### src/rtl/io_out_arbiter.sv
// rtl/io_out_arbiter.sv - round-robin, length-bounded time-share of one output register cell bank
module io_out_arbiter #(
    parameter int NREQ    = 4,
    parameter int W       = 8,
    parameter int LW      = 4,
    parameter int GAP_CYC = 1
) (
    input  logic                 IQC,
    input  logic                 QRT_N,
    input  logic [NREQ-1:0]      REQ,
    input  logic [NREQ*LW-1:0]   LEN,
    input  logic [NREQ-1:0]      MODE,
    input  logic [NREQ*W-1:0]    DATA,
    output logic [NREQ-1:0]      GNT,
    output logic [NREQ-1:0]      ACK,
    output logic [W-1:0]         OQI,
    output logic                 OSEL,
    output logic                 BUSY
);

    localparam int IW = (NREQ > 1) ? $clog2(NREQ) : 1;

    typedef enum logic [1:0] {
        S_IDLE = 2'd0,
        S_XFER = 2'd1,
        S_GAP  = 2'd2
    } state_t;

    state_t          state;
    state_t          state_nxt;
    logic [IW-1:0]   ptr;
    logic [IW-1:0]   idx;
    logic [IW-1:0]   idx_next;
    logic [IW-1:0]   win;
    logic [LW-1:0]   cnt;
    logic [2:0]      gap_cnt;
    logic [NREQ-1:0] gnt_q;
    logic [W-1:0]    oqi_q;
    logic            osel_q;
    logic            any_req;
    logic            beat;
    logic            burst_end;

    // Winner is the first requester found scanning ptr, ptr+1, ... with wrap
    always_comb begin
        int   c;
        logic found;
        c     = 0;
        found = 1'b0;
        win   = '0;
        for (int k = 0; k < NREQ; k++) begin
            c = int'(ptr) + k;
            if (c >= NREQ) begin
                c = c - NREQ;
            end
            if (!found && REQ[c]) begin
                win   = IW'(c);
                found = 1'b1;
            end
        end
    end

    assign any_req   = |REQ;
    // A beat moves only while the owner keeps its request up
    assign beat      = (state == S_XFER) && (|(REQ & gnt_q));
    // Burst ends on the last counted beat or when the owner drops its request
    assign burst_end = (state == S_XFER) && (!beat || (cnt == '0));
    assign idx_next  = (int'(idx) == NREQ - 1) ? '0 : idx + 1'b1;

    // State register
    always_ff @(posedge IQC or negedge QRT_N) begin
        if (!QRT_N) begin
            state <= S_IDLE;
        end else begin
            state <= state_nxt;
        end
    end

    // Next-state decode for IDLE -> XFER -> GAP -> IDLE
    always_comb begin
        state_nxt = state;
        case (state)
            S_IDLE:  if (any_req)         state_nxt = S_XFER;
            S_XFER:  if (burst_end)       state_nxt = S_GAP;
            S_GAP:   if (gap_cnt == '0)   state_nxt = S_IDLE;
            default:                      state_nxt = S_IDLE;
        endcase
    end

    // Grant, beat counter, pointer, gap timer and cell-bank drive registers
    always_ff @(posedge IQC or negedge QRT_N) begin
        if (!QRT_N) begin
            ptr     <= '0;
            idx     <= '0;
            cnt     <= '0;
            gap_cnt <= '0;
            gnt_q   <= '0;
            oqi_q   <= '0;
            osel_q  <= 1'b0;
        end else begin
            case (state)
                S_IDLE: begin
                    if (any_req) begin
                        idx        <= win;
                        cnt        <= LEN[int'(win)*LW +: LW];
                        osel_q     <= MODE[win];
                        gnt_q      <= '0;
                        gnt_q[win] <= 1'b1;
                    end
                end
                S_XFER: begin
                    if (beat) begin
                        oqi_q <= DATA[int'(idx)*W +: W];
                        if (cnt != '0) begin
                            cnt <= cnt - 1'b1;
                        end
                    end
                    if (burst_end) begin
                        gnt_q   <= '0;
                        ptr     <= idx_next;
                        gap_cnt <= 3'(GAP_CYC - 1);
                    end
                end
                S_GAP: begin
                    // Last beat stays visible for one cycle, then the bank input is flushed
                    oqi_q <= '0;
                    if (gap_cnt != '0) begin
                        gap_cnt <= gap_cnt - 1'b1;
                    end
                end
                default: begin
                    gnt_q <= '0;
                end
            endcase
        end
    end

    // Outputs decoded from registered state
    always_comb begin
        ACK  = (state == S_XFER) ? (REQ & gnt_q) : '0;
        BUSY = (state != S_IDLE);
    end

    assign GNT  = gnt_q;
    assign OQI  = oqi_q;
    assign OSEL = osel_q;

endmodule

### config.mk
export PLATFORM = sky130hd
export DESIGN_NAME = io_out_arbiter
export DESIGN_NICKNAME = d
export VERILOG_FILES = /design/src/rtl/io_out_arbiter.sv
export SDC_FILE = /design/constraint.sdc
export NUM_CORES = 1
export LEC_CHECK = 0
export BUFFER_PORTS_ARGS = -buffer_cell sky130_fd_sc_hd__buf_2
export CORE_ASPECT_RATIO = 0.75
export CORE_MARGIN = 8
export CORE_UTILIZATION = 52
export DETAILED_ROUTE_END_ITERATION = 10
export PLACE_DENSITY = 0.86
export SLEW_MARGIN = 10
export SYNTH_ARGS = -nofsm -noshare
export SYNTH_HDL_FRONTEND = slang
export SYNTH_SLANG_ARGS = --single-unit
export TNS_END_PERCENT = 5
### constraint.sdc
create_clock -name IQC -period 4.45 [get_ports IQC]
set_input_delay 0.2225 -clock IQC [delete_from_list [all_inputs] [get_ports IQC]]
set_output_delay 0.2225 -clock IQC [all_outputs]
set_load 0.05 [all_outputs]
# Word-level counts from Yosys, hierarchy flattened
# Index checks and enable logic that the tools add are counted.
# word_totals
ff_bits	26
latch_bits	0
mem_bits_rw	0
mem_bits_ro	0
inputBits	58
word_cells	114
n_memories	0
# classes
addsub	10
mul	0
div	0
n_lt_le_gt_ge	10
n_eq_ne	9
shift	2
mux	45
bitwise_logic	2
n_reduce_logical	28
# op_table
operator	count
32-bit by 4-bit < comparator with 1-bit output (second input constant)	4
32-bit 2-to-1 mux	4
32-bit by 6-bit variable part select with 8-bit output	1
4-bit 2-to-1 mux	6
2-bit 2-to-1 mux	8
8-bit case mux with 2 select lines	1
16-bit by 5-bit variable part select with 4-bit output	1
1-bit 2-to-1 mux	13
2-bit inequality test (second input constant)	6
4-bit case mux with 3 select lines	1
3-bit by 3-bit subtractor with 4-bit output (second input constant)	3
1-bit binary-select mux with 2-bit select	5
3-bit greater-or-equal comparator (second input constant)	3
3-bit AND reduction	3
8-bit 2-to-1 mux	1
4-bit case mux with 2 select lines	1
4-bit OR reduction	2
2-bit by 2-bit adder with 3-bit output (second input constant)	2
1-bit logical AND	6
3-bit 2-to-1 mux	2
2-bit case mux with 3 select lines	1
3-bit case mux with 2 select lines	1
2-bit AND reduction	3
2-bit nonzero test	3
21 further kinds	25

# Logic depth before layout (Yosys ltp)
# logic_depth
ltp_word	21
ltp_mapped	8
depth_no_buf	7

# Worst setup path before layout
# OpenSTA, ideal clock, no wires.
# synth_path
kind	register to register
from	register gnt_q[3], in the netlist GNT[3]
to	register ptr[1]
arrival_ns	1.630
required_ns	4.323
path_slack_ns	2.692
stages_incl_launch_ff	6
n_path_buf	1
synth_period_minus_slack_ns	1.758
path_cell_list	dfrtp_1 a22oi_1 a21o_1 and2_1 buf_2 mux2_1
# synth_via
elab_chain_cells	7
# synth_rtl
element	line	source
start, declared	37	logic [NREQ-1:0] gnt_q;
start signal, assigned	97	gnt_q <= '0;
start signal, assigned	107	gnt_q <= '0;
start signal, assigned by index	108	gnt_q[win] <= 1'b1;
4-bit AND	65	assign beat = (state == S_XFER) && (|(REQ & gnt_q));
4-bit OR reduction	65	
1-bit logical AND	65	
1-bit zero test	67	assign burst_end = (state == S_XFER) && (!beat || (cnt == '0));
1-bit logical OR	67	
1-bit logical AND	67	
2-bit AND reduction (no line)	-	
end signal, assigned	120	ptr <= idx_next;
end, declared	31	logic [IW-1:0] ptr;
# Every way passes these cells.
# A chain may end at the register's enable or synchronous reset.

# Worst setup path after layout
# layout_path
from	register state[0]
to	register cnt[2]
# layout_via
elab_chain_cells	4
word_cells_on_any_way	9
# layout_rtl
element	line	source
start, declared	29	state_t state;
start signal, assigned	75	state <= state_nxt;
2-bit by 1-bit equality test with 1-bit output	65, 101	
1-bit logical AND	65	
2-bit inequality test (no line)	-	
4-bit AND reduction (no line)	-	
end signal, assigned	105	cnt <= LEN[int'(win)*LW +: LW];
end signal, assigned	115	cnt <= cnt - 1'b1;
end, declared	35	logic [LW-1:0] cnt;
# Several ways; a longest one is shown, not always the timed one.

==> results.sh <==
export IMPL_drc_errors=0
export IMPL_vias_per_cell=5.59
export IMPL_clkLatencyLatePin_ns=0.28
export IMPL_worstPathCellList="nor2b_1, nand3_1, and3_1, a22oi_1, o221ai_1"
export IMPL_yosys_area_top_type="dfrtp_1"
export IMPL_hold_end="OSEL"
export IMPL_dominantRegCellSynth="dfrtp_1"
export IMPL_nets=323
export IMPL_critPathKind="reg -> reg"
export IMPL_cts_root_buf="clkbuf_8"
export IMPL_synthCells=191
export IMPL_vdd_drop_max_mv=0.336
export IMPL_critPathMaxStageDelay_ns=0.44
export IMPL_status="completed"
export IMPL_setup_viol=0
export IMPL_cp_required_ns=4.59
export IMPL_cap_violations=0
export IMPL_power_leakage_uw=0.00112
export IMPL_hold_ws_ns=0.197
export IMPL_grt_pass1_wl_um=8400
export IMPL_ys_types=48
export IMPL_wire_per_inst_um=16.8
export IMPL_period_share=0.447
export IMPL_syn_num_nets=253
export IMPL_synth_avg_cell_area_um2=9.37
export IMPL_hold_start="MODE[3]"
export IMPL_netlist_area_um2=1790
export IMPL_dieArea_um2=5600
export IMPL_rsz0062_at_grt="no"
export IMPL_r2r_start="state[0]"
export IMPL_slew_viol_final=0
export IMPL_coreArea_um2=3290
export IMPL_grt_antenna_before_repair=0
export IMPL_skew_ns=0.00249
export IMPL_hpwl_um=4020
export IMPL_ys_top_cells_by_count="29 x nand2_1, 26 x dfrtp_1, 12 x inv_1"
export IMPL_cts_resized=0
export IMPL_critical_path_max_fanout=8
export IMPL_reg2reg_depth=5
export IMPL_synth_async_reset_ratio=1.00
export IMPL_drt_iter0_drc=127
export IMPL_yosysMostFrequentCell="nand2_1"
export IMPL_ant_nets=0
export IMPL_cp_arrival_ns=2.13
export IMPL_area_growth_pct=24.2
export IMPL_cts_sinks=26
export IMPL_top_level_ports=76
export IMPL_crit_path_start_kind="flip-flop"
export IMPL_yosysWarnings=0
export IMPL_crit_path_end_kind="flip-flop"
export IMPL_dieWidth_um=83.8
export IMPL_critical_path_top_delay_family="simple AND/OR/NAND/NOR gates"
export IMPL_fmax_mhz=503
export IMPL_rows=18
export IMPL_fin_setup_tns_ns=0
export IMPL_cts_max_level=1
export IMPL_routed_wl_um=5050
export IMPL_yosysTopAreaCellShare=0.363
export IMPL_final_hold_viol_count=0
export IMPL_final_layout_size_suffix_gt1_frac=0.358
export IMPL_slowest_stage="dfrtp_1"
export IMPL_crit_buf_inv=0
export IMPL_track_usage=0.182
export IMPL_die_h_um=66.8
export IMPL_first_global_vias=1723
export IMPL_fin_crit_ns=1.99
export IMPL_post_cts_buffers=0
export IMPL_grt_overflow_total=0
export IMPL_grt_max_degree=27
export IMPL_r2r_end="cnt[2]"
export IMPL_worstMarginPinSlew_ns=1.12
export IMPL_vias=1678
export IMPL_cts_tree="done"
export IMPL_gp_congestion=0.895
export IMPL_firstDrtPassIters=7
export IMPL_port_buffers=75
export IMPL_synth_seq_cells=26
export IMPL_synth_edf_count=0
export IMPL_seq_area_frac_synth=0.363
export IMPL_slew_headroom=0.251
export IMPL_clockBufferDepth=2
export IMPL_r2r_slack_ns=2.46
export IMPL_cts_inserted_buffers=3
export IMPL_clk_pin_slew_worst_paths_ns=0.09
export IMPL_start_util=0.545
export IMPL_p_per_area_nw_per_um2=675
export IMPL_diodes=0
export IMPL_worstHoldPathType="in -> reg"
export IMPL_synthTopCellsByArea="dfrtp_1 36%, mux4_2 10%, nand2_1 6.1%"
export IMPL_whs_path_depth=3
export IMPL_hold_buffers=1
[per-layer routing]
layer	routed length, um	GRT usage	vias up
met5	0	0	-
met4	46	0.0451	0
met3	361	0.0475	4
met2	2380	0.309	65
met1	2260	0.228	779
li1	-	-	830
[cell usage in the layout, fill, tap and decap left out, types with 4 or more instances in the layout]
cell,n
o21ai_0,8
a22oi_1,4
buf_2,75
and3_1,5
nand3_1,4
o211ai_1,5
nor2b_1,6
mux2i_1,8
dfrtp_1,26
nand2_1,29
mux4_2,8
ha_1,4
inv_1,12
o21ai_1,10
nor2_1,9
nand2b_1,6
[kinds of logic after synthesis]
group                      after synthesis  synth area share
adders and majority gates                4            0.0280
and+or+nand+nor                         72             0.205
AOI/OAI and AO/OA                       48             0.180
buffers and inverters                   23            0.0657
muxes                                   18             0.158
DFF                                     26             0.363
[tightest hold or removal path: stages]
cell and delay [ns]:
buf_2 0.10, nand3_1 0.06, a31oi_1 0.06
[registers in the layout (all words and copies together), names as in the netlist]
signal	count
OSEL	1
cnt	4
state	2
OQI	8
GNT	4
gap_cnt	3
ptr	2
idx	2
[metrics by stage]
step           instances  cell area (um^2)  utilization  power [uW]  setup WS [ns]
3_5_place_dp         295              2140        0.652        1300           2.55
6_report             300              2220        0.677        1500           2.46
5_1_grt              300              2220        0.677        1610           2.27
3_3_place_gp         295              2140        0.652        1270           2.61
4_1_cts              300              2220        0.677        1510           2.49
2_1_floorplan        191              1790            -        1110           2.69
[worst max-delay path by stage]
stage / start / endpoint / slack (ns) / cells after the start
floorplan: GNT[3] / ptr[1] / 2.69 / 5
global placement: state[1] / OQI[4] / 2.61 / 3
detailed placement: state[1] / OQI[4] / 2.55 / 3
CTS: state[0] / cnt[2] / 2.49 / 5
global route: state[0] / cnt[2] / 2.27 / 5
finish: state[0] / cnt[2] / 2.46 / 5
[area by class of cell]
type,count,area [um^2]
Inverter,12,45.0
Multi-Input combinational cell,142,1020
Timing Repair Buffer,76,385
Clock buffer,3,41.3
Sequential cell,26,651
Clock inverter,1,30.0
Tap cell,40,50.0
Fill cell,268,1060
[power by group]
part	internal [uW]	switching, uW	total, uW
logic	324	526	850
clock network	121	76.6	197
registers	332	123	455
No activity file was read; power rests on OpenSTA's default activity.
